--- config.mk ---
export PLATFORM = sky130hd
export DESIGN_NAME = alu_multicycle
export DESIGN_NICKNAME = d
export VERILOG_FILES = /design/src/rtl/alu_pkg.sv /design/src/rtl/alu_comb.sv /design/src/rtl/alu_multicycle.sv
export SDC_FILE = /design/constraint.sdc
export NUM_CORES = 1
export LEC_CHECK = 0
export CAP_MARGIN = 5
export CORE_MARGIN = 10
export CORE_UTILIZATION = 30
export DETAILED_ROUTE_END_ITERATION = 6
export HOLD_SLACK_MARGIN = 0.05
export SLEW_MARGIN = 40
export SYNTH_ARGS = -nofsm -noshare
export SYNTH_HDL_FRONTEND = slang
export SYNTH_SLANG_ARGS = --single-unit
--- constraint.sdc ---
create_clock -name clk -period 3.05 [get_ports clk]
set_input_delay 0.305 -clock clk [delete_from_list [all_inputs] [get_ports clk]]
set_output_delay 0.305 -clock clk [all_outputs]
set_load 0.05 [all_outputs]
--- src/rtl/alu_pkg.sv ---
// Shared ALU definitions: operation codes, sequencer state and shift helpers.
// Imported by the multicycle ALU, its combinational core and the ALU controller.
package alu_pkg;

  typedef enum logic [3:0] {
    OP_AND    = 4'b0000,
    OP_OR     = 4'b0001,
    OP_XOR    = 4'b0010,
    OP_ADD    = 4'b0011,
    OP_SUB    = 4'b0100,
    OP_SRL    = 4'b0101,
    OP_SRA    = 4'b0110,
    OP_SLL    = 4'b0111,
    OP_EQ     = 4'b1000,
    OP_NE     = 4'b1001,
    OP_SLT    = 4'b1010,
    OP_GE     = 4'b1011,
    OP_RSVD   = 4'b1100,
    OP_PASS_B = 4'b1101,
    OP_SLTU   = 4'b1110,
    OP_GEU    = 4'b1111
  } AluOp;

  typedef enum logic [1:0] {
    IDLE  = 2'd0,
    SHIFT = 2'd1,
    DONE  = 2'd2
  } AluState;

  localparam int SHAMT_W = 5;

  function automatic logic isShiftOp(AluOp op);
    return (op == OP_SRL) || (op == OP_SRA) || (op == OP_SLL);
  endfunction

endpackage

--- src/rtl/alu_comb.sv ---
// Single-cycle combinational ALU core; shifts here are full barrel shifts and
// are only used by the sequencer when the shift amount is zero.
module alu_comb
  import alu_pkg::*;
#(
  parameter int DATA_W = 32
) (
  input  AluOp              Operation,
  input  logic [DATA_W-1:0] SrcA,
  input  logic [DATA_W-1:0] SrcB,
  output logic [DATA_W-1:0] result
);

  logic [SHAMT_W-1:0] shamt;
  logic               flag;

  assign shamt = SrcB[SHAMT_W-1:0];

  always_comb begin
    result = '0;
    flag   = 1'b0;
    case (Operation)
      OP_AND:    result = SrcA & SrcB;
      OP_OR:     result = SrcA | SrcB;
      OP_XOR:    result = SrcA ^ SrcB;
      OP_ADD:    result = SrcA + SrcB;
      OP_SUB:    result = SrcA - SrcB;
      OP_SRL:    result = SrcA >> shamt;
      OP_SRA:    result = $unsigned($signed(SrcA) >>> shamt);
      OP_SLL:    result = SrcA << shamt;
      OP_PASS_B: result = SrcB;
      OP_EQ:     flag = (SrcA == SrcB);
      OP_NE:     flag = (SrcA != SrcB);
      OP_SLT:    flag = ($signed(SrcA) < $signed(SrcB));
      OP_GE:     flag = ($signed(SrcA) >= $signed(SrcB));
      OP_SLTU:   flag = (SrcA < SrcB);
      OP_GEU:    flag = (SrcA >= SrcB);
      default:   result = '0;
    endcase
    // Compare results are a zero-extended single bit
    if (flag) begin
      result = {{(DATA_W-1){1'b0}}, 1'b1};
    end
  end

endmodule

--- src/rtl/alu_multicycle.sv ---
// Multicycle ALU: non-shift ops complete in one cycle via alu_comb, shifts
// step one bit per cycle in a small sequencer with a valid/ready handshake.
module alu_multicycle
  import alu_pkg::*;
#(
  parameter int DATA_W = 32
) (
  input  logic              clk,
  input  logic              rst_n,
  input  logic              in_valid,
  output logic              in_ready,
  input  logic [3:0]        Operation,
  input  logic [DATA_W-1:0] SrcA,
  input  logic [DATA_W-1:0] SrcB,
  input  logic              flush,
  output logic              out_valid,
  input  logic              out_ready,
  output logic [DATA_W-1:0] ALUResult,
  output logic              Zero
);

  AluState            state, nextState;
  AluOp               opIn, opReg;
  logic [DATA_W-1:0]  resultReg, combResult;
  logic [SHAMT_W-1:0] shiftCount;
  logic               signBit;
  logic               accept, shiftIn;

  assign opIn    = AluOp'(Operation);
  assign shiftIn = isShiftOp(opIn) && (SrcB[SHAMT_W-1:0] != '0);

  // A flush cancels the handshake itself, so the producer never sees an accept
  assign in_ready = !flush && ((state == IDLE) || ((state == DONE) && out_ready));
  assign accept   = in_valid && in_ready;

  alu_comb #(.DATA_W(DATA_W)) u_comb (
    .Operation(opIn),
    .SrcA     (SrcA),
    .SrcB     (SrcB),
    .result   (combResult)
  );

  always_ff @(posedge clk or negedge rst_n) begin
    if (!rst_n) begin
      state <= IDLE;
    end else begin
      state <= nextState;
    end
  end

  always_comb begin
    nextState = state;
    if (flush) begin
      nextState = IDLE;
    end else begin
      case (state)
        IDLE:    if (accept) nextState = shiftIn ? SHIFT : DONE;
        SHIFT:   if (shiftCount == SHAMT_W'(1)) nextState = DONE;
        DONE: begin
          if (accept) begin
            nextState = shiftIn ? SHIFT : DONE;
          end else if (out_ready) begin
            nextState = IDLE;
          end
        end
        default: nextState = IDLE;
      endcase
    end
  end

  // Shifts load the raw operand and walk it one bit per SHIFT cycle
  always_ff @(posedge clk or negedge rst_n) begin
    if (!rst_n) begin
      resultReg  <= '0;
      shiftCount <= '0;
      opReg      <= OP_AND;
      signBit    <= 1'b0;
    end else if (flush) begin
      shiftCount <= '0;
    end else if (accept) begin
      opReg   <= opIn;
      signBit <= SrcA[DATA_W-1];
      if (shiftIn) begin
        resultReg  <= SrcA;
        shiftCount <= SrcB[SHAMT_W-1:0];
      end else begin
        resultReg  <= combResult;
        shiftCount <= '0;
      end
    end else if (state == SHIFT) begin
      shiftCount <= shiftCount - SHAMT_W'(1);
      case (opReg)
        OP_SRL:  resultReg <= {1'b0, resultReg[DATA_W-1:1]};
        OP_SRA:  resultReg <= {signBit, resultReg[DATA_W-1:1]};
        default: resultReg <= {resultReg[DATA_W-2:0], 1'b0};
      endcase
    end
  end

  assign out_valid = (state == DONE);
  assign ALUResult = resultReg;
  assign Zero      = (resultReg == '0);

endmodule

## Yosys cells after proc, flatten, opt, wreduce, memory -nomap -nowiden

Cells that the tools add are included.

- Eq/ne operators: 24
- Reductions and logical operators: 17
- Add/sub/neg operators: 3
- $lt $le $gt $ge: 4
- Shift operators: 3
- Bitwise gates (word level): 4
- Muxes and demuxes: 18

Operators with widths:

| cell | number |
|---|---|
| case mux 32 bit (9 select lines) | 1 |
| 2-to-1 mux 32 bit | 4 |
| greater-or-equal comparator 32 bit | 2 |
| < comparator 32 bit | 2 |
| case mux 32 bit (2 select lines) | 1 |
| adder 32 bit | 1 |
| AND 32 bit | 1 |
| == test 32 bit | 1 |
| logical NOT 32 bit | 1 |
| inequality test 32 bit | 1 |
| OR 32 bit | 1 |
| left shift 32 x 5 -> 32 bit | 1 |
| >> shifter 32 x 5 -> 32 bit | 1 |
| >>> shifter 32 x 5 -> 32 bit | 1 |
| subtractor 32 bit | 1 |
| bitwise XOR 32 bit | 1 |
| == test 4 bit, second input constant | 7 |
| == test 4 x 3 -> 1 bit, second input constant | 6 |
| 2-to-1 mux 5 bit | 4 |
| 2-to-1 mux 2 bit | 6 |
| == test 4 x 2 -> 1 bit, second input constant | 2 |
| inequality test 3 bit, second input constant | 2 |
| case mux 1 bit (6 select lines) | 1 |
| case mux 2 bit (3 select lines) | 1 |
| 17 further kinds | 23 |

- Logic and storage cells: 78
- Output and inout bits: 35
- Flip-flop bits (word level): 44

## Longest topological paths before layout

Gate-level depths: netlist of run 1.

- Depth after elaboration: 8
- Depth in mapped cells: 16

## Modules after synthesis

From an unflattened synthesis of run 1, not the netlist that was laid out.

- Cells, all modules: 1679
- Area total of the unflattened synthesis: 12186.7 sq um

By module, submodules not included:

| module | area an instance (sq um) | times used | cells each |
|---|---|---|---|
| alu_comb | 9263.9 | 1 | 1374 |
| alu_multicycle | 2922.8 | 1 | 305 |

## Worst setup path after synthesis of run 1

OpenSTA, ideal clock, no wires.

- Path kind: input -> register
- Start point: input SrcB[2]
- End point: register resultReg[0], in the netlist ALUResult[0]
- Path slack: -0.677 ns
- Arrival: 3.590 ns
- Library setup time: 0.137 ns
- Path buffers: 5
- Stages: 16
- Data required time: 2.913 ns
- Cells stage by stage: buf_2 -> inv_2 -> buf_2 -> buf_2 -> buf_2 -> ha_1 -> buf_2 -> o21ba_2 -> or3_1 -> a31oi_2 -> nor2_2 -> o221a_4 -> o21a_4 -> o2111a_1 -> a221oi_1 -> o32ai_1

- Cells in the longest elaborated chain, start to end: 5

Ends and longest elaborated chain:

| element | line | RTL |
|---|---|---|
| start: declaration | alu_multicycle.sv:14 | `input logic [DATA_W-1:0] SrcB,` |
| greater-or-equal comparator 32 bit (tied with other cells) | alu_comb.sv:37 | `OP_GEU: flag = (SrcA >= SrcB);` |
| case mux 1 bit (6 select lines) / case mux 32 bit (9 select lines) (equally long branches) | alu_comb.sv:22 | `case (Operation)` |
| 2-to-1 mux 32 bit | alu_comb.sv:41 | `if (flag) begin` |
| 2-to-1 mux 32 bit * | alu_multicycle.sv:83 | `if (shiftIn) begin` |
| 2-to-1 mux 32 bit * | alu_multicycle.sv:80 | `end else if (accept) begin` |
| end signal: assignment | alu_multicycle.sv:84 | `resultReg <= SrcA;` |
| end signal: assignment | alu_multicycle.sv:87 | `resultReg <= combResult;` |
| end signal: assignment | alu_multicycle.sv:93 | `OP_SRL: resultReg <= {1'b0, resultReg[DATA_W-1:1]};` |
| end: declaration | alu_multicycle.sv:24 | `logic [DATA_W-1:0] resultReg, combResult;` |

Mark *: on every way between the ends. The rest lies on a longest branch, timed or not.
A chain may end at the register's enable or synchronous reset.

## Worst setup path after layout of run 1

- Start point: input SrcA[16]
- End point: register resultReg[0], in the netlist ALUResult[0]

- Cells in the longest elaborated chain, start to end: 5

Ends and longest elaborated chain:

| element | line | RTL |
|---|---|---|
| start: declaration | alu_multicycle.sv:13 | `input logic [DATA_W-1:0] SrcA,` |
| greater-or-equal comparator 32 bit (tied with other cells) | alu_comb.sv:37 |  |
| case mux 1 bit (6 select lines) / case mux 32 bit (9 select lines) (equally long branches) | alu_comb.sv:22 |  |
| 2-to-1 mux 32 bit * | alu_comb.sv:41 |  |
| 2-to-1 mux 32 bit * | alu_multicycle.sv:83 |  |
| 2-to-1 mux 32 bit * | alu_multicycle.sv:80 |  |

Marks and branches as above.

==> flow_summary_export.csv, run 1 <==
group,metric,value,unit
run_status,outcome,"finished, final reports clean",
yosys,syn_inst,1690,
placement,port_buffers,107,
route,routed_via_density,6.17,
clocking,clkLatencyLatePin,310,ps
sta,setup_ws,54.3,ps
placement,gp_congestion,1.06,
layout,finalNetCount,2355,
global_routing,first_global_vias,15900,
critical_path,crit_end,"ALUResult[0]$_DFFE_PN0P_",
layout,finalInstanceArea,18500,um2
global_routing,grt_overflow,0,
critical_path,critPathKind,"in2reg",
critical_path,cp-end-kind,"register",
critical_path,cp_num_cells,14,
yosys,async_flop_share,1.00,
yosys,synth_edf_count,0,
yosys,yosysUniqueCellTypes,91,
critical_path,crit_buf_inv,5,
yosys,ys_top_cells_by_count,"nand2_1 (183), a21oi_1 (165), nor2_1 (149)",
critical_path,crit_fanout,9,
placement,place_ws,-764,ps
yosys,ys_dominant_reg_cell,"dfrtp_1",
layout,drive_gt1_frac,0.348,
sta,min_period,3000,ps
clocking,clk_pin_slew,70,ps
floorplanning,core_area,40100,um2
clocking,clock-sinks,44,
floorplanning,die_h,222,um
yosys,yosys.area.top_type,"mux4_2",
critical_path,startpoint_type,"input port",
pwr,leakage,0.00805,uW
clocking,cts_buffers,5,
floorplanning,row_count,73,
clocking,cts_tree,"yes",
yosys,synth-seq-area-share,0.0899,
critical_path,r2r-end,"ALUResult[31]$_DFFE_PN0P_",
route,drtIter0Drc,2085,
layout,antenna_cells_inserted,0,
critical_path,required,3240,ps
clocking,cts_buffer_depth,2,
critical_path,reg2reg_depth,10,
critical_path,critical-path-max-stage-delay,540,ps
global_routing,antenna_found_initial,1,
pwr,irDropWorstVdd,0.306,mV
sta,setup_violations,0,
global_routing,grt_max_degree,66,
pwr,p_per_area,318,nW/um2
floorplanning,dieWidth,222,um
floorplanning,design.die.area,49300,um2
placement,place_area,17400,um2
yosys,synth-seq-cells,44,
yosys,netlist_area,12300,um2
sta,worstMarginPinSlew,816,ps
layout,syn_to_final_growth,50.6,%
critical_path,r2r_start,"state[1]$_DFFE_PN0P_",
critical_path,cpMostUsedCell,"buf_4",
route,vias,16600,
sta,clock_skew,5.86,ps
sta,hold_viol_final,0,
sta,tns,0,ps
floorplanning,initial_core_util,0.306,
yosys,synth_area_leaders,"mux4_2 (12%), ha_1 (11%), dfrtp_1 (9.0%)",
yosys,synth_most_common_cell,"nand2_1",
flow_run,maxCapViolations,0,
min_path,hold_path.class,"in2async",
yosys,syn_nets,1876,
clocking,cts_htree_levels,2,
critical_path,worst_ep_arrival_time,3180,ps
critical_path,slowest_stage,"mux4_2",
global_routing,grt_pass1_wl,103000,um
layout,fillCellCount,4009,
route,drt-wirelength-per-cell,25.9,um
layout,final_util,0.460,
route,drt-total-wl,69900,um
critical_path,startpoint,"SrcA[16]",
route,drc,0,
sta,fmax,334,MHz
route,final_antenna_net_count,0,
sta,fin_crit_sh,0.982,
sta,slew_headroom,0.450,
sta,slew_violations,0,
placement,dp_hpwl,56400,um
clocking,root_buffer,"clkbuf_16",
global_routing,grt_util_all_layers,0.267,
critical_path,path_cells,"clkdlybuf4s50_1, buf_6, buf_4, buf_4, mux4_2, mux2i_1, nor2_1, a21oi_2, nand2_1, o211ai_1, nand4_1, a221oi_2, buf_4, o32ai_1",
yosys,synth_top_area_share,0.118,
yosys,synth.yosys.warnings,0,
critical_path,rrSetupSlack,330,ps
yosys,syn_area_per_cell,7.25,um2
floorplanning,io-pin-count,108,
route,first_pass_iters,6,
critical_path,critPathTopFamily,"buffers and inverters",
==> metal layers <==
metal	global-route usage	routed length, um	share of wire	vias up
li1	-	-	-	7306
met2	0.412	30400	0.43	1060
met3	0.0580	7840	0.11	209
met1	0.346	27800	0.40	8040
met5	0	20	0.00029	-
met4	0.124	3820	0.055	2
==> sequential cells by signal (all words and copies together), names as in the netlist <==
| name | flops |
|---|---|
| shiftCount | 5 |
| ALUResult | 32 |
| signBit | 1 |
| opReg | 4 |
| state | 2 |
==> logic make-up (layout without fill, tap and decap cells) <==
logic type                 count (synthesis)  after routing  synth area share
DFF                                       44             44            0.0899
buffers and inverters                    258            738            0.0839
xor gates and xnor gates                  10             10           0.00715
muxes                                    138            138             0.179
adders and majority gates                113            113             0.117
AOI/OAI and AO/OA                        610            610             0.330
and+or+nand+nor                          517            517             0.193
==> report_power, final <==
group | internal (uW) | switching (uW)
logic | 1780 | 2390
registers | 726 | 314
clock network | 387 | 284
total | 2890 | 2980
==> cells in the final DEF, fill, tap and decap left out, types with 10 or more instances in the layout <==
master,n
a211oi_1,12
a21o_1,20
a21oi_1,148
a21oi_2,15
a221oi_1,19
a22oi_1,27
a31oi_1,24
buf_12,18
buf_4,488
clkdlybuf4s50_1,79
dfrtp_1,44
dlygate4sd2_1,10
dlymetal6s2s_1,10
ha_1,94
ha_4,16
inv_1,87
inv_2,18
mux2_2,10
mux2i_1,61
mux4_2,64
nand2_1,181
nand2b_1,17
nand3_1,27
nand4_1,17
nor2_1,144
nor2b_1,15
nor3_1,32
nor4_1,13
o2111ai_1,17
o211ai_1,25
o21ai_0,109
o21ai_1,20
o21bai_1,11
o22ai_1,15
or3_1,12
==> stage by stage <==
stage	instances	hold WS, ps	total power (uW)
floorplan	1690	9.41	3020
global placement	2676	381	4860
detailed placement	2676	382	4900
CTS	2686	53.0	5650
global route	2695	73.5	6140
finish	2695	54.8	5870
==> timing repair <==
item,4_1_cts,5_1_grt
hold buffers,0,0
resized for setup,78,109
pin swaps,29,42
endpoints found under the setup margin,22,20
buffers inserted,3,9
==> how the worst min path moves through the flow <==
stage / startpoint / end / slack [ps] / cells after the start
final: rst_n / state[1]$_DFFE_PN0P_ / 50 / 1
after detailed placement: rst_n / state[1]$_DFFE_PN0P_ / 380 / 1
after CTS: rst_n / state[1]$_DFFE_PN0P_ / 50 / 1
after global routing: rst_n / state[1]$_DFFE_PN0P_ / 70 / 1
after floorplan: rst_n / ALUResult[0]$_DFFE_PN0P_ / 9 / 0
after global placement: rst_n / shiftCount[0]$_DFFE_PN0P_ / 380 / 1
==> cell type report <==
class,instances,area (um2),area share
clock inverter,3,42.5,0.00231
clock buffer,5,125,0.00678
tap,525,657,0.0356
timing repair buffer,620,5170,0.280
multi-input combinational,1388,10900,0.593
inverter,110,423,0.0229
sequential,44,1100,0.0597
(Power assumes the default switching activity.)
==> run 2, diff against run 1 <==
Settings changed: CORE_ASPECT_RATIO set to 1.75.
==> flow_summary_export.csv, run 2 (synthesis gave the netlist of run 1 again) <==
group,metric,value,unit
run_status,outcome,"complete, but fails checks",
run_status,violations,"design-rule violations",
clocking,clock-sinks,44,
route,drtIter0Drc,1761,
layout,syn_to_final_growth,51.5,%
route,drt-total-wl,76600,um
floorplanning,io-pin-count,108,
sta,slew_headroom,0.513,
route,routed_via_density,6.10,
floorplanning,design.die.area,49600,um2
sta,slew_violations,0,
sta,fmax,334,MHz
sta,rsz0062_at_grt,"true",
global_routing,grt_util_all_layers,0.295,
sta,worstMarginPinSlew,725,ps
clocking,cts_buffers,5,
floorplanning,dieWidth,173,um
critical_path,critPathKind,"in2reg",
critical_path,cp-end-kind,"register",
clocking,root_buffer,"clkbuf_16",
clocking,cts_buffer_depth,2,
sta,fin_crit_sh,0.981,
pwr,irDropWorstVdd,0.291,mV
global_routing,grt_max_degree,45,
route,drt-wirelength-per-cell,27.9,um
global_routing,grt_overflow,0,
route,final_antenna_net_count,0,
clocking,cts_htree_levels,2,
layout,largest_reg_flops,32,
pwr,p_per_area,319,nW/um2
layout,final_util,0.462,
clocking,cts_tree,"yes",
critical_path,startpoint_type,"input port",
route,vias,16700,
global_routing,grt_pass1_wl,111000,um
sta,min_period,2990,ps
floorplanning,initial_core_util,0.305,
layout,final_cell_mix,"buf_4 (518), nand2_1 (182), a21oi_1 (157)",
sta,setup_violations,0,
clocking,clkLatencyLatePin,320,ps
layout,fillCellCount,4077,
critical_path,crit_fanout,6,
global_routing,first_global_vias,16900,
pwr,leakage,0.00817,uW
critical_path,required,3250,ps
sta,holdWs,476,ps
sta,hold_viol_final,0,
placement,dp_hpwl,63000,um
min_path,hold_path.class,"reg2reg",
floorplanning,row_count,97,
route,drc,6,
placement,port_buffers,107,
floorplanning,core_area,40200,um2
placement,gp_congestion,1.02,
clocking,clk_pin_slew,70,ps
layout,final_common_cell,"buf_4",
layout,finalNetCount,2387,
global_routing,antenna_found_initial,3,
layout,drive_gt1_frac,0.350,
sta,clock_skew,6.73,ps
floorplanning,die_h,287,um
flow_run,maxCapViolations,0,
route,first_pass_iters,7,
critical_path,worst_ep_arrival_time,3190,ps
run 2: cell types whose count changed in the layout (fill, tap and decap cells not counted), sizes merged, moves of 2 or more:
cell,change
buf,+32
clkbuf,+6
dlygate4sd2,-4
dlymetal6s2s,-2
run 2: timing repair:
item / in CTS / in global routing
gates resized for setup: 68 / 96
setup buffers: 5 / 3
hold endpoints to repair: 24 / 0
hold buffers: 1 / 0
pin swaps: 20 / 34
endpoints found under the setup margin: 20 / 22
run 2: power breakdown:
group | internal, uW | leakage (uW) | switching, uW | total, uW
clock | 329 | 0.0000701 | 308 | 637
sequential | 726 | 0.000544 | 305 | 1030
combinational | 1820 | 0.00756 | 2440 | 4260
run 2: final cells by class:
| cell class | count | area (um2) | area share |
|---|---|---|---|
| antenna | 1 | 2.50 | 0.000135 |
| clock buffer | 7 | 143 | 0.00768 |
| clock inverter | 1 | 7.51 | 0.000404 |
| inverter | 110 | 423 | 0.0228 |
| multi-input combinational | 1388 | 10800 | 0.583 |
| sequential | 44 | 1100 | 0.0593 |
| tap | 544 | 681 | 0.0367 |
| timing repair buffer | 652 | 5390 | 0.290 |
run 2: through the flow:
step                setup WS (ps)  power, uW  cell area [um2]  TNS, ps  std cells
finish                       57.7       5930            18600        0       2747
global route                -36.2       6200            18600     -114       2746
CTS                          10.5       5770            18200        0       2743
detailed placement           -737       5060            17700   -12780       2730
global placement             -704       5040            17700   -11820       2730
floorplan                   -31.2       3020            12400    -51.7       1690
run 2: critical path, stage by stage:
cell	delay, ps
dlygate4sd2_1	250
inv_2	100
ha_4	210
or4_4	480
or3_4	420
a31oi_4	200
nor2_4	90
o221a_4	270
o21a_4	260
o2111a_1	250
a221oi_2	210
o32ai_2	130
run 2: path summary, 6_finish.rpt:
| kind | startpoint | end | slack [ps] | cells past startpoint |
|---|---|---|---|---|
| hold reg to reg | opReg[3]$_DFFE_PN0P_ | opReg[3]$_DFFE_PN0P_ | 480 | 2 |
| min in group asynchronous | rst_n | shiftCount[0]$_DFFE_PN0P_ | 550 | 2 |
| setup reg to reg | state[1]$_DFFE_PN0P_ | ALUResult[28]$_DFFE_PN0P_ | 160 | 9 |
| setup / recovery | SrcB[9] | ALUResult[0]$_DFFE_PN0P_ | 60 | 12 |
| hold / removal | opReg[3]$_DFFE_PN0P_ | opReg[3]$_DFFE_PN0P_ | 480 | 2 |
| max in group asynchronous | rst_n | ALUResult[11]$_DFFE_PN0P_ | 1710 | 3 |
run 2: per-layer routing:
metal  track usage  vias to the layer above  routed length [um]
li1              -                     7376                   -
met3        0.0387                      339                4990
met4         0.275                        0                8810
met1         0.299                     8031               25700
met5             0                        -                   0
met2         0.517                      997               37100
